`config.mk`:
```
export PLATFORM = sky130hd
export DESIGN_NAME = fetch_stage_sequencer
export DESIGN_NICKNAME = d
export VERILOG_FILES = /design/src/rtl/fetch_stage_sequencer.sv
export SDC_FILE = /design/constraint.sdc
export NUM_CORES = 1
export LEC_CHECK = 0
export BUFFER_PORTS_ARGS = -buffer_cell sky130_fd_sc_hd__buf_4
export CAP_MARGIN = 20
export CORE_ASPECT_RATIO = 1.25
export CORE_MARGIN = 4
export CORE_UTILIZATION = 40
export DETAILED_ROUTE_END_ITERATION = 10
export PLACE_DENSITY_LB_ADDON = 0.05
export SLEW_MARGIN = 20
export SYNTH_ARGS = -nofsm -noshare
export SYNTH_HDL_FRONTEND = slang
export SYNTH_SLANG_ARGS = --single-unit
```
`constraint.sdc`:
```
create_clock -name clk -period 2 [get_ports clk]
set_input_delay 0.3 -clock clk [delete_from_list [all_inputs] [get_ports clk]]
set_output_delay 0.3 -clock clk [all_outputs]
set_load 0.01 [all_outputs]
```
`src/rtl/fetch_stage_sequencer.sv`:
```
// IF-stage PC sequencer: drives a variable-latency instruction memory over req/ready and
// produces the IF/ID pipeline register, with a one-entry skid buffer and redirect/discard handling.
module fetch_stage_sequencer #(
  parameter int                 ADDR_W    = 16,
  parameter int                 INSTR_W   = 16,
  parameter logic [ADDR_W-1:0]  RESET_PC  = '0,
  parameter logic [INSTR_W-1:0] NOP_INSTR = '0
) (
  input  logic               clk,
  input  logic               reset,
  input  logic               stall,
  input  logic               killF,
  input  logic [1:0]         PCSrc,
  input  logic               PCsrcJType,
  input  logic [ADDR_W-1:0]  branch_target,
  input  logic [ADDR_W-1:0]  for_target,
  input  logic [ADDR_W-1:0]  jump_target,
  input  logic [ADDR_W-1:0]  ret_addr,
  output logic               imem_req,
  output logic [ADDR_W-1:0]  imem_addr,
  input  logic               imem_ready,
  input  logic [INSTR_W-1:0] imem_rdata,
  output logic               IFID_valid,
  output logic [INSTR_W-1:0] IFID_instr,
  output logic [ADDR_W-1:0]  IFID_pc,
  output logic [ADDR_W-1:0]  IFID_pcplus,
  output logic [1:0]         state_dbg
);

  // Handshake: a fetch is accepted on any rising edge where imem_req=1 and imem_ready=1;
  // imem_addr is held constant from the first cycle of imem_req until that edge.
  typedef enum logic [1:0] {
    ST_FETCH   = 2'd0,
    ST_HOLD    = 2'd1,
    ST_DISCARD = 2'd2
  } state_t;

  state_t              state, state_d;
  logic [ADDR_W-1:0]   pc, pc_d;
  logic [ADDR_W-1:0]   pc_inc;
  logic [ADDR_W-1:0]   redirect_pc;
  logic                started;
  logic                skid_valid, skid_valid_d;
  logic [INSTR_W-1:0]  skid_instr, skid_instr_d;
  logic [ADDR_W-1:0]   skid_pc, skid_pc_d;
  logic [ADDR_W-1:0]   discard_addr, discard_addr_d;
  logic                ifid_valid_d;
  logic [INSTR_W-1:0]  ifid_instr_d;
  logic [ADDR_W-1:0]   ifid_pc_d;
  logic [ADDR_W-1:0]   ifid_pcplus_d;

  assign pc_inc    = pc + ADDR_W'(1);
  assign state_dbg = state;

  // started keeps imem_req low during the first cycle after reset release.
  assign imem_req  = started && (state != ST_HOLD);
  assign imem_addr = (state == ST_DISCARD) ? discard_addr : pc;

  always_comb begin
    case (PCSrc)
      2'b01:   redirect_pc = branch_target;
      2'b10:   redirect_pc = for_target;
      2'b11:   redirect_pc = PCsrcJType ? ret_addr : jump_target;
      default: redirect_pc = pc_inc;
    endcase
  end

  always_comb begin
    state_d        = state;
    pc_d           = pc;
    skid_valid_d   = skid_valid;
    skid_instr_d   = skid_instr;
    skid_pc_d      = skid_pc;
    discard_addr_d = discard_addr;
    ifid_valid_d   = IFID_valid;
    ifid_instr_d   = IFID_instr;
    ifid_pc_d      = IFID_pc;
    ifid_pcplus_d  = IFID_pcplus;

    case (state)
      ST_FETCH: begin
        if (started) begin
          if (stall) begin
            // IF/ID is frozen; a completing fetch parks in the skid buffer.
            if (imem_ready) begin
              skid_valid_d = 1'b1;
              skid_instr_d = imem_rdata;
              skid_pc_d    = pc;
              pc_d         = pc_inc;
              state_d      = ST_HOLD;
            end
          end else if (killF) begin
            ifid_valid_d = 1'b0;
            ifid_instr_d = NOP_INSTR;
            skid_valid_d = 1'b0;
            pc_d         = redirect_pc;
            if (!imem_ready) begin
              discard_addr_d = pc;
              state_d        = ST_DISCARD;
            end
          end else if (imem_ready) begin
            ifid_valid_d  = 1'b1;
            ifid_instr_d  = imem_rdata;
            ifid_pc_d     = pc;
            ifid_pcplus_d = pc_inc;
            pc_d          = pc_inc;
          end else begin
            ifid_valid_d = 1'b0;
            ifid_instr_d = NOP_INSTR;
          end
        end
      end

      ST_HOLD: begin
        if (!stall) begin
          skid_valid_d = 1'b0;
          state_d      = ST_FETCH;
          if (killF) begin
            ifid_valid_d = 1'b0;
            ifid_instr_d = NOP_INSTR;
            pc_d         = redirect_pc;
          end else begin
            ifid_valid_d  = 1'b1;
            ifid_instr_d  = skid_instr;
            ifid_pc_d     = skid_pc;
            ifid_pcplus_d = skid_pc + ADDR_W'(1);
          end
        end
      end

      ST_DISCARD: begin
        // The stale request must still complete; its data is thrown away.
        if (imem_ready) begin
          state_d = ST_FETCH;
        end
        if (!stall) begin
          ifid_valid_d = 1'b0;
          ifid_instr_d = NOP_INSTR;
          if (killF) begin
            pc_d = redirect_pc;
          end
        end
      end

      default: begin
        state_d = ST_FETCH;
      end
    endcase
  end

  always_ff @(posedge clk or negedge reset) begin
    if (!reset) begin
      state        <= ST_FETCH;
      pc           <= RESET_PC;
      started      <= 1'b0;
      skid_valid   <= 1'b0;
      skid_instr   <= NOP_INSTR;
      skid_pc      <= '0;
      discard_addr <= '0;
      IFID_valid   <= 1'b0;
      IFID_instr   <= NOP_INSTR;
      IFID_pc      <= '0;
      IFID_pcplus  <= '0;
    end else begin
      state        <= state_d;
      pc           <= pc_d;
      started      <= 1'b1;
      skid_valid   <= skid_valid_d;
      skid_instr   <= skid_instr_d;
      skid_pc      <= skid_pc_d;
      discard_addr <= discard_addr_d;
      IFID_valid   <= ifid_valid_d;
      IFID_instr   <= ifid_instr_d;
      IFID_pc      <= ifid_pc_d;
      IFID_pcplus  <= ifid_pcplus_d;
    end
  end

endmodule

```
[Yosys cells after proc, flatten, opt, wreduce, memory -nomap -nowiden]
Index checks and enable logic that the tools add are counted.
Word-level totals
  output and inout bits: 68
  input port bits: 88
  word-level logic and storage cells: 93
  register bits after elaboration: 116
Operators by class
  bitwise gates (word level): 2
  reduce and logical (&&, ||, !) cells: 12
  equal/unequal tests: 19
  add/sub/neg operators: 2
  mux-type cells: 48
Operators by type and width (number)
  $mux 16: 27
  $pmux 16 s2: 3
  $pmux 16 s3: 2
  $add 16x1->16 const B: 2
  $ne 2x2->1 const B: 9
  $mux 2: 7
  $reduce_and 5->1: 2
  $ne 3x3->1 const B: 3
  $reduce_and 4->1: 2
  $mux 1: 7
  $reduce_and 7->1: 1
  $eq 2x2->1 const B: 3
  $pmux 2 s3: 1
  $reduce_and 6->1: 1
  $eq 2x1->1 const B: 2
  $ne 2x1->1 const B: 2
  $reduce_bool 2->1: 2
  $pmux 1 s3: 1
  $reduce_bool 3->1: 1
  $logic_not 2->1: 1
  $not 1->1: 2
  $reduce_or 2->1: 1
  $logic_and 1x1->1: 1

[Depth between registers and ports, before layout]
Gate-level depths: netlist of run 1.
  depth after elaboration: 6
  gate-level depth with buffers: 10

[Worst setup path before layout of run 1]
Ideal clock, no wire load.
  path type: flip-flop to flip-flop
  start: register state[0] (netlist: state_dbg[0])
  end: register discard_addr[10]
  library setup time: 0.125 ns
  clock period less this slack: 2.082 ns
  arrival time: 1.957 ns
  cell stages (with the launch flop): 8
  setup slack: -0.082 ns
  path buffers: 2
  cells stage by stage: dfrtp_1 inv_1 ha_1 buf_2 nand2_1 nor3_2 buf_2 mux2_2
On the way
  cells in the longest elaborated chain, start to end: 2
Ends and longest elaborated chain
  from (decl): RTL line 38  | state_t state, state_d;
  from (signal assigned): RTL line 165  | state <= state_d;
  $logic_not 2->1: RTL line 80  | case (state)
  $reduce_and 5->1 (no source line)
  to (signal assigned): RTL line 171  | discard_addr <= discard_addr_d;
  to (decl): RTL line 46  | logic [ADDR_W-1:0] discard_addr, discard_addr_d;
No other way between the ends.
A chain may end at the register's enable or synchronous reset.

[Worst setup path in the final report of run 1]
  start: register state[0] (netlist: state_dbg[0])
  end: output imem_addr[4]
On the way
  cells in the longest elaborated chain, start to end: 2
Ends and longest elaborated chain
  $eq 2x2->1: RTL line 57  | assign imem_addr = (state == ST_DISCARD) ? discard_addr : pc;
  $mux 16: RTL line 57
  to (decl): RTL line 20  | output logic [ADDR_W-1:0] imem_addr,
No other way between the ends.

==> metrics.txt, run 1 <==
status=finished with violations; failing checks=setup timing; CTS root buf=clkbuf_16; Yosys warning count=0; Num CTS Buffers=17; Post-synth EDFFs=0; CTS max path bufs=2; antenna violations before repair=0; Synth cell types=64; core area=16100 um^2; chip width=122 um; flop and latch count out of synthesis=116; Mean Syn Cell Area=9.77 um^2; register clock-pin slew on the reported worst setup and hold paths=0.06 ns; Max VDD drop=638 uV; pin count of the biggest net entering global routing=41; Slew Limit Fails=0; CTS tree=built; part of the cycle the worst path needs=1.02; area grow syn2layout=41.2%; Max Cap Viol=0; # IOs=156; area share of the largest cell type after synthesis=0.444; Syn Nets=763; synthesized area=6550 um^2; dpl ws=-0.0497 ns; # placed instances=1044; Setup TNS=-0.454 ns; WL final=19200 um; die area=18500 um^2; Max Fanout on Critical Path=5; Final Non-Filler Cells=1082; Top FF cell, synth=dfrtp_1; starting density of the core=0.406; Clock Skew=0.0111 ns; pwr dens=1610 nW/um^2; layout cells sized above 1=0.398; Startpoint Class=register; critical path class=reg2out; Via density=5.35; Post-Syn Instances=670; first-pass GRT wire length=30200 um; top area cells in the synthesized netlist=dfrtp_1 (44%), mux2_2 (10%), mux2i_1 (5.4%); final worst slack=-0.0396 ns; router iterations before antenna repair=5; DRC Markers=0; Fmax achieved=0.490 GHz; Hold Violations, Final=0; setup violators final=16; vias after detailed routing=5786; antenna fix cells=0; minimum clock period=2.04 ns; fillcell total=1467; dominant cell type by area after synthesis=dfrtp_1; number of global-route vias before repair=5702; hold slack=0.128 ns; number of clock sinks=116; Final Cell Area=9240 um^2; Site Rows=52; Layout Nets=946; Critical Path AT=1.74 ns; DR iter-0 viols=319; clock latency on the worst-skew pair=0.42 ns; Post-synth ARST share=1.00; global-route usage over all layers=0.208; final RePlAce weighted congestion=0.828; CP Data Required Time=1.70 ns; Cell Area, Placed=8300 um^2; min-delay worst type=in2reg; port bufs=155; total congestion overflow=0; antenna viol nets, final=0; dpl hpwl=14300 um; RSZ-0062 raised after global routing=true; LEAKAGE=4.12 nW; CTS HTree Levels=4; nature of the critical path endpoint=output port; sequential area share after synthesis=0.444; Die Ht=151 um; WL/cell=17.7 um
==> cell usage in the layout, fill, tap and decap left out, types with 4 or more instances in the layout <==
cell,synthesis,routed
o21ai_1,2,4
a221o_1,4,4
buf_6,1,18
mux2i_1,35,35
mux2_4,0,11
nor2b_1,5,4
xnor2_1,20,20
nor2_1,32,32
buf_12,0,10
nor3_1,9,8
clkinvlp_4,0,4
dfrtp_1,116,116
mux2_2,60,49
a22oi_1,18,18
o22ai_1,8,8
o21ai_0,70,64
a21oi_1,32,31
nor4_1,7,7
o21a_1,4,4
buf_4,3,186
xor2_1,8,8
nand4_1,11,11
clkbuf_16,0,18
nand3_1,16,16
nand2_1,76,74
inv_1,12,11
==> what timing repair did <==
action                     4_1_cts  5_1_grt
hold endpoints to repair        26        0
pin swaps                        2        2
gates cloned                     2        1
hold buffers                     1        0
setup endpoints to repair       22       65
setup buffers                    1        1
resized for setup               34       28
==> final timing paths <==
path | start | endpoint | slack, ns | depth (start not counted)
max in group asynchronous | reset | pc[15] | 1.07 | 3
worst max-delay path | state_dbg[0] | imem_addr[4] | -0.04 | 6
worst min-delay path | imem_rdata[14] | skid_instr[14] | 0.13 | 2
worst min register to register | IFID_pcplus[9] | IFID_pcplus[9] | 0.48 | 2
worst max register to register | state_dbg[0] | pc[15] | -0.02 | 8
min in group asynchronous | reset | IFID_pcplus[7] | 0.36 | 2
==> Yosys cell counts, types with 3 or more instances <==
cell type and n:
o21a_1 4, nor3_1 9, a221oi_1 4, a21oi_1 32
inv_1 12, nand4_1 11, mux2i_1 35, a31oi_1 4
clkbuf_1 25, and2_1 3, mux2_2 60, a22o_1 3
buf_1 5, or3_1 3, a211oi_1 4, and3_1 3
buf_2 18, a22oi_1 18, dfrtp_1 116, buf_4 3
o32ai_1 3, ha_1 5, xnor2_1 20, o22ai_1 8
nand2_1 76, o21ai_0 70, nor2b_1 5, a221o_1 4
nor2_1 32, nand3_1 16, xor2_1 8, nor4_1 7
o221a_2 3
==> through the flow <==
step	util	total power [mW]
4_1_cts	0.563	14.6
3_3_place_gp	0.515	10.9
2_1_floorplan	-	8.18
6_report	0.573	14.9
5_1_grt	0.573	15.8
3_5_place_dp	0.515	11.1
==> layer usage <==
layer / global-route usage / wire [um] / vias up
met5: 0 / 0 / -
met4: 0.0695 / 358 / 0
met3: 0.0474 / 1120 / 18
met2: 0.336 / 9280 / 199
met1: 0.277 / 8430 / 2763
li1: - / - / 2806
==> report_power, final <==
part	internal (mW)	total (mW)	switching (mW)
sequential	3.39	4.22	0.836
combinational	3.81	7.55	3.74
clock	1.96	3.09	1.13
==> registers in the layout (all words and copies together), names as in the netlist <==
signal and flops:
IFID_valid 1, skid_pc 16, skid_instr 16, IFID_instr 16, IFID_pc 16, started 1, IFID_pcplus 16, state_dbg 2
discard_addr 16, pc 16
==> critical path, cell delays in order (launching register included) <==
cell     delay, ns
dfrtp_1       0.39
inv_2         0.07
buf_6         0.10
ha_4          0.19
buf_6         0.15
mux2_4        0.31
buf_6         0.12
==> kinds of logic (layout without fill, tap and decap cells) <==
kind of cell / Yosys count / count (layout) / synth area share
buffers and inverters: 66 / 262 / 0.0443
and+or+nand+nor: 178 / 178 / 0.129
muxes: 97 / 97 / 0.164
xor gates and xnor gates: 28 / 28 / 0.0375
AOI/OAI and AO/OA: 179 / 179 / 0.172
DFF: 116 / 116 / 0.444
adders and majority gates: 5 / 5 / 0.00956
other: 1 / 1 / 0.000573
==> area by class of cell <==
class,count,area (um^2),share of cell area
multi-input combinational,488,3550,0.384
clock inverter,15,179,0.0194
sequential,116,2900,0.314
inverter,13,48.8,0.00528
tap,216,270,0.0292
timing repair buffer,217,1870,0.202
clock buffer,17,425,0.0460
Power figures use the tool's default switching activity.
==> run 2, diff against run 1 <==
==> constraint.sdc (replaced) <==
create_clock -name clk -period 2 [get_ports clk]
set_input_delay 0.1 -clock clk [delete_from_list [all_inputs] [get_ports clk]]
set_output_delay 0.1 -clock clk [all_outputs]
set_load 0.01 [all_outputs]
==> run 2 against run 1 <==
The flow now finishes without violations. Clock-buffer cell count did not move. Core utilization fell by 0.29 points. Die area did not move. Register-to-register slack improved by 0.06 ns. Highest routed layer unchanged. Via count rose by 1.1%. Fmax rose by 4.3%. Sequential power barely moved. Critical path type unchanged. Non-clock buffer count rose by 11.
==> metrics.txt, run 2 (synthesis results as in run 1) <==
status=finished clean; WL final=19500 um; core area=16100 um^2; CTS root buf=clkbuf_16; Clock Power Share=0.225; minimum clock period=1.96 ns; Critical Path AT=1.86 ns; Worst-Margin Slew=0.527 ns; CTS HTree Levels=4; internal power=8.99 mW; antenna viol nets, final=0; Final Non-Filler Cells=1093; nature of the critical path endpoint=output port; flop2flop setup slack=0.04 ns; global-route usage over all layers=0.209; setup violators final=0; Seq pwr share=0.290; WL/cell=17.8 um; die area=18500 um^2; DR iter-0 viols=321; slowest library cell on the worst path=dfrtp_1; Site Rows=52; CP Data Required Time=1.90 ns; CTS tree=built; highest-count cells in the layout ignoring fill and taps=buf_4 (199), dfrtp_1 (115), nand2_1 (76); Fmax achieved=0.511 GHz; starting density of the core=0.406; number of global-route vias before repair=5925; Max Fanout on Critical Path=11; layout cells sized above 1=0.385; crit-path max cell delay=0.39 ns; DRC Markers=0; Die Ht=151 um; crit-path cells=inv_2 -> buf_4 -> ha_4 -> buf_12 -> mux2_2 -> buf_4; Num CTS Buffers=17; P_sw=5.67 mW; Max VDD drop=733 uV; first-pass GRT wire length=30700 um; Slew Limit Fails=0; final RePlAce weighted congestion=0.845; antenna violations before repair=0; vias after detailed routing=5852; dpl hpwl=14000 um; most frequent CP cell=buf_4; Comb pwr share=0.485; hold slack=0.0597 ns; clock latency on the worst-skew pair=0.41 ns; min-delay worst type=in2reg; router iterations before antenna repair=5; Layout Nets=957; part of the cycle the worst path needs=0.978; Layout Utilization=0.570; critical path class=reg2out; Clock Skew=0.0119 ns; Via density=5.35; register clock-pin slew on the reported worst setup and hold paths=0.06 ns; Hold Violations, Final=0; number of clock sinks=116; pwr dens=1590 nW/um^2; antenna fix cells=0; CTS max path bufs=2; Max Cap Viol=0; total congestion overflow=0; Switching Share=0.387; Max-Slew Margin vs Limit=0.647; # IOs=156; area grow syn2layout=40.5%; LEAKAGE=4.08 nW; # placed instances=1038; port bufs=155; most common cell after layout, fill and taps aside=buf_4; chip width=122 um; Startpoint Class=register; pin count of the biggest net entering global routing=63
==> run 2: critical path: cells and delay by family (launching register included) <==
family                     cells  cell delay, ns
buffers and inverters          4            0.51
DFF                            1            0.39
muxes                          1            0.34
adders and majority gates      1            0.19
==> run 2: metrics by stage <==
| step | total power, mW | TNS (ns) | instance area, um^2 | worst slack (ns) |
|---|---|---|---|---|
| finish | 14.7 | 0 | 9200 | 0.0449 |
| floorplan | 8.18 | 0 | 6580 | 0.0142 |
| global route | 15.6 | -0.170 | 9200 | -0.0161 |
| global placement | 10.8 | 0 | 8210 | 0.0359 |
| CTS | 14.5 | 0 | 9070 | 0.0130 |
| detailed placement | 11.0 | -0.105 | 8210 | -0.0345 |
==> run 2: metal layers <==
layer / wire, um / GRT usage
met2: 9400 / 0.342
met5: 0 / 0
met4: 359 / 0.0605
met1: 8510 / 0.281
met3: 1210 / 0.0445
==> run 2: area by class of cell <==
type | count | area (um^2)
Timing Repair Buffer | 228 | 1860
Tap cell | 216 | 270
Sequential cell | 116 | 2900
Inverter | 13 | 48.8
Clock inverter | 15 | 215
Clock buffer | 17 | 425
Fill cell | 1502 | 6940
Multi-Input combinational cell | 488 | 3480
==> run 2: repair_timing <==
action,4_1_cts,5_1_grt
endpoints found under the setup margin,19,27
pin swaps,0,6
hold buffers,17,0
buffers inserted,0,3
cloned,1,2
resized for setup,12,15
endpoints found under the hold margin,60,0
==> run 2: path summary, 6_finish.rpt <==
path / from / endpoint / depth (start not counted)
setup / recovery: state_dbg[0] / imem_addr[12] / 6
min in group asynchronous: reset / IFID_pc[13] / 2
max in group asynchronous: reset / pc[8] / 3
setup reg to reg: state_dbg[1] / pc[15] / 9
hold reg to reg: IFID_pcplus[14] / IFID_pcplus[14] / 2
hold / removal: for_target[14] / pc[14] / 4
==> run 2: power groups by stage <==
stage | registers (mW) | clock network [mW] | logic, mW
6_report | 4.25 | 3.30 | 7.12
4_1_cts | 4.23 | 3.37 | 6.88
3_3_place_gp | 4.22 | 0 | 6.60
5_1_grt | 4.40 | 3.50 | 7.71
3_5_place_dp | 4.27 | 0 | 6.72
2_1_floorplan | 4.16 | 0 | 4.01
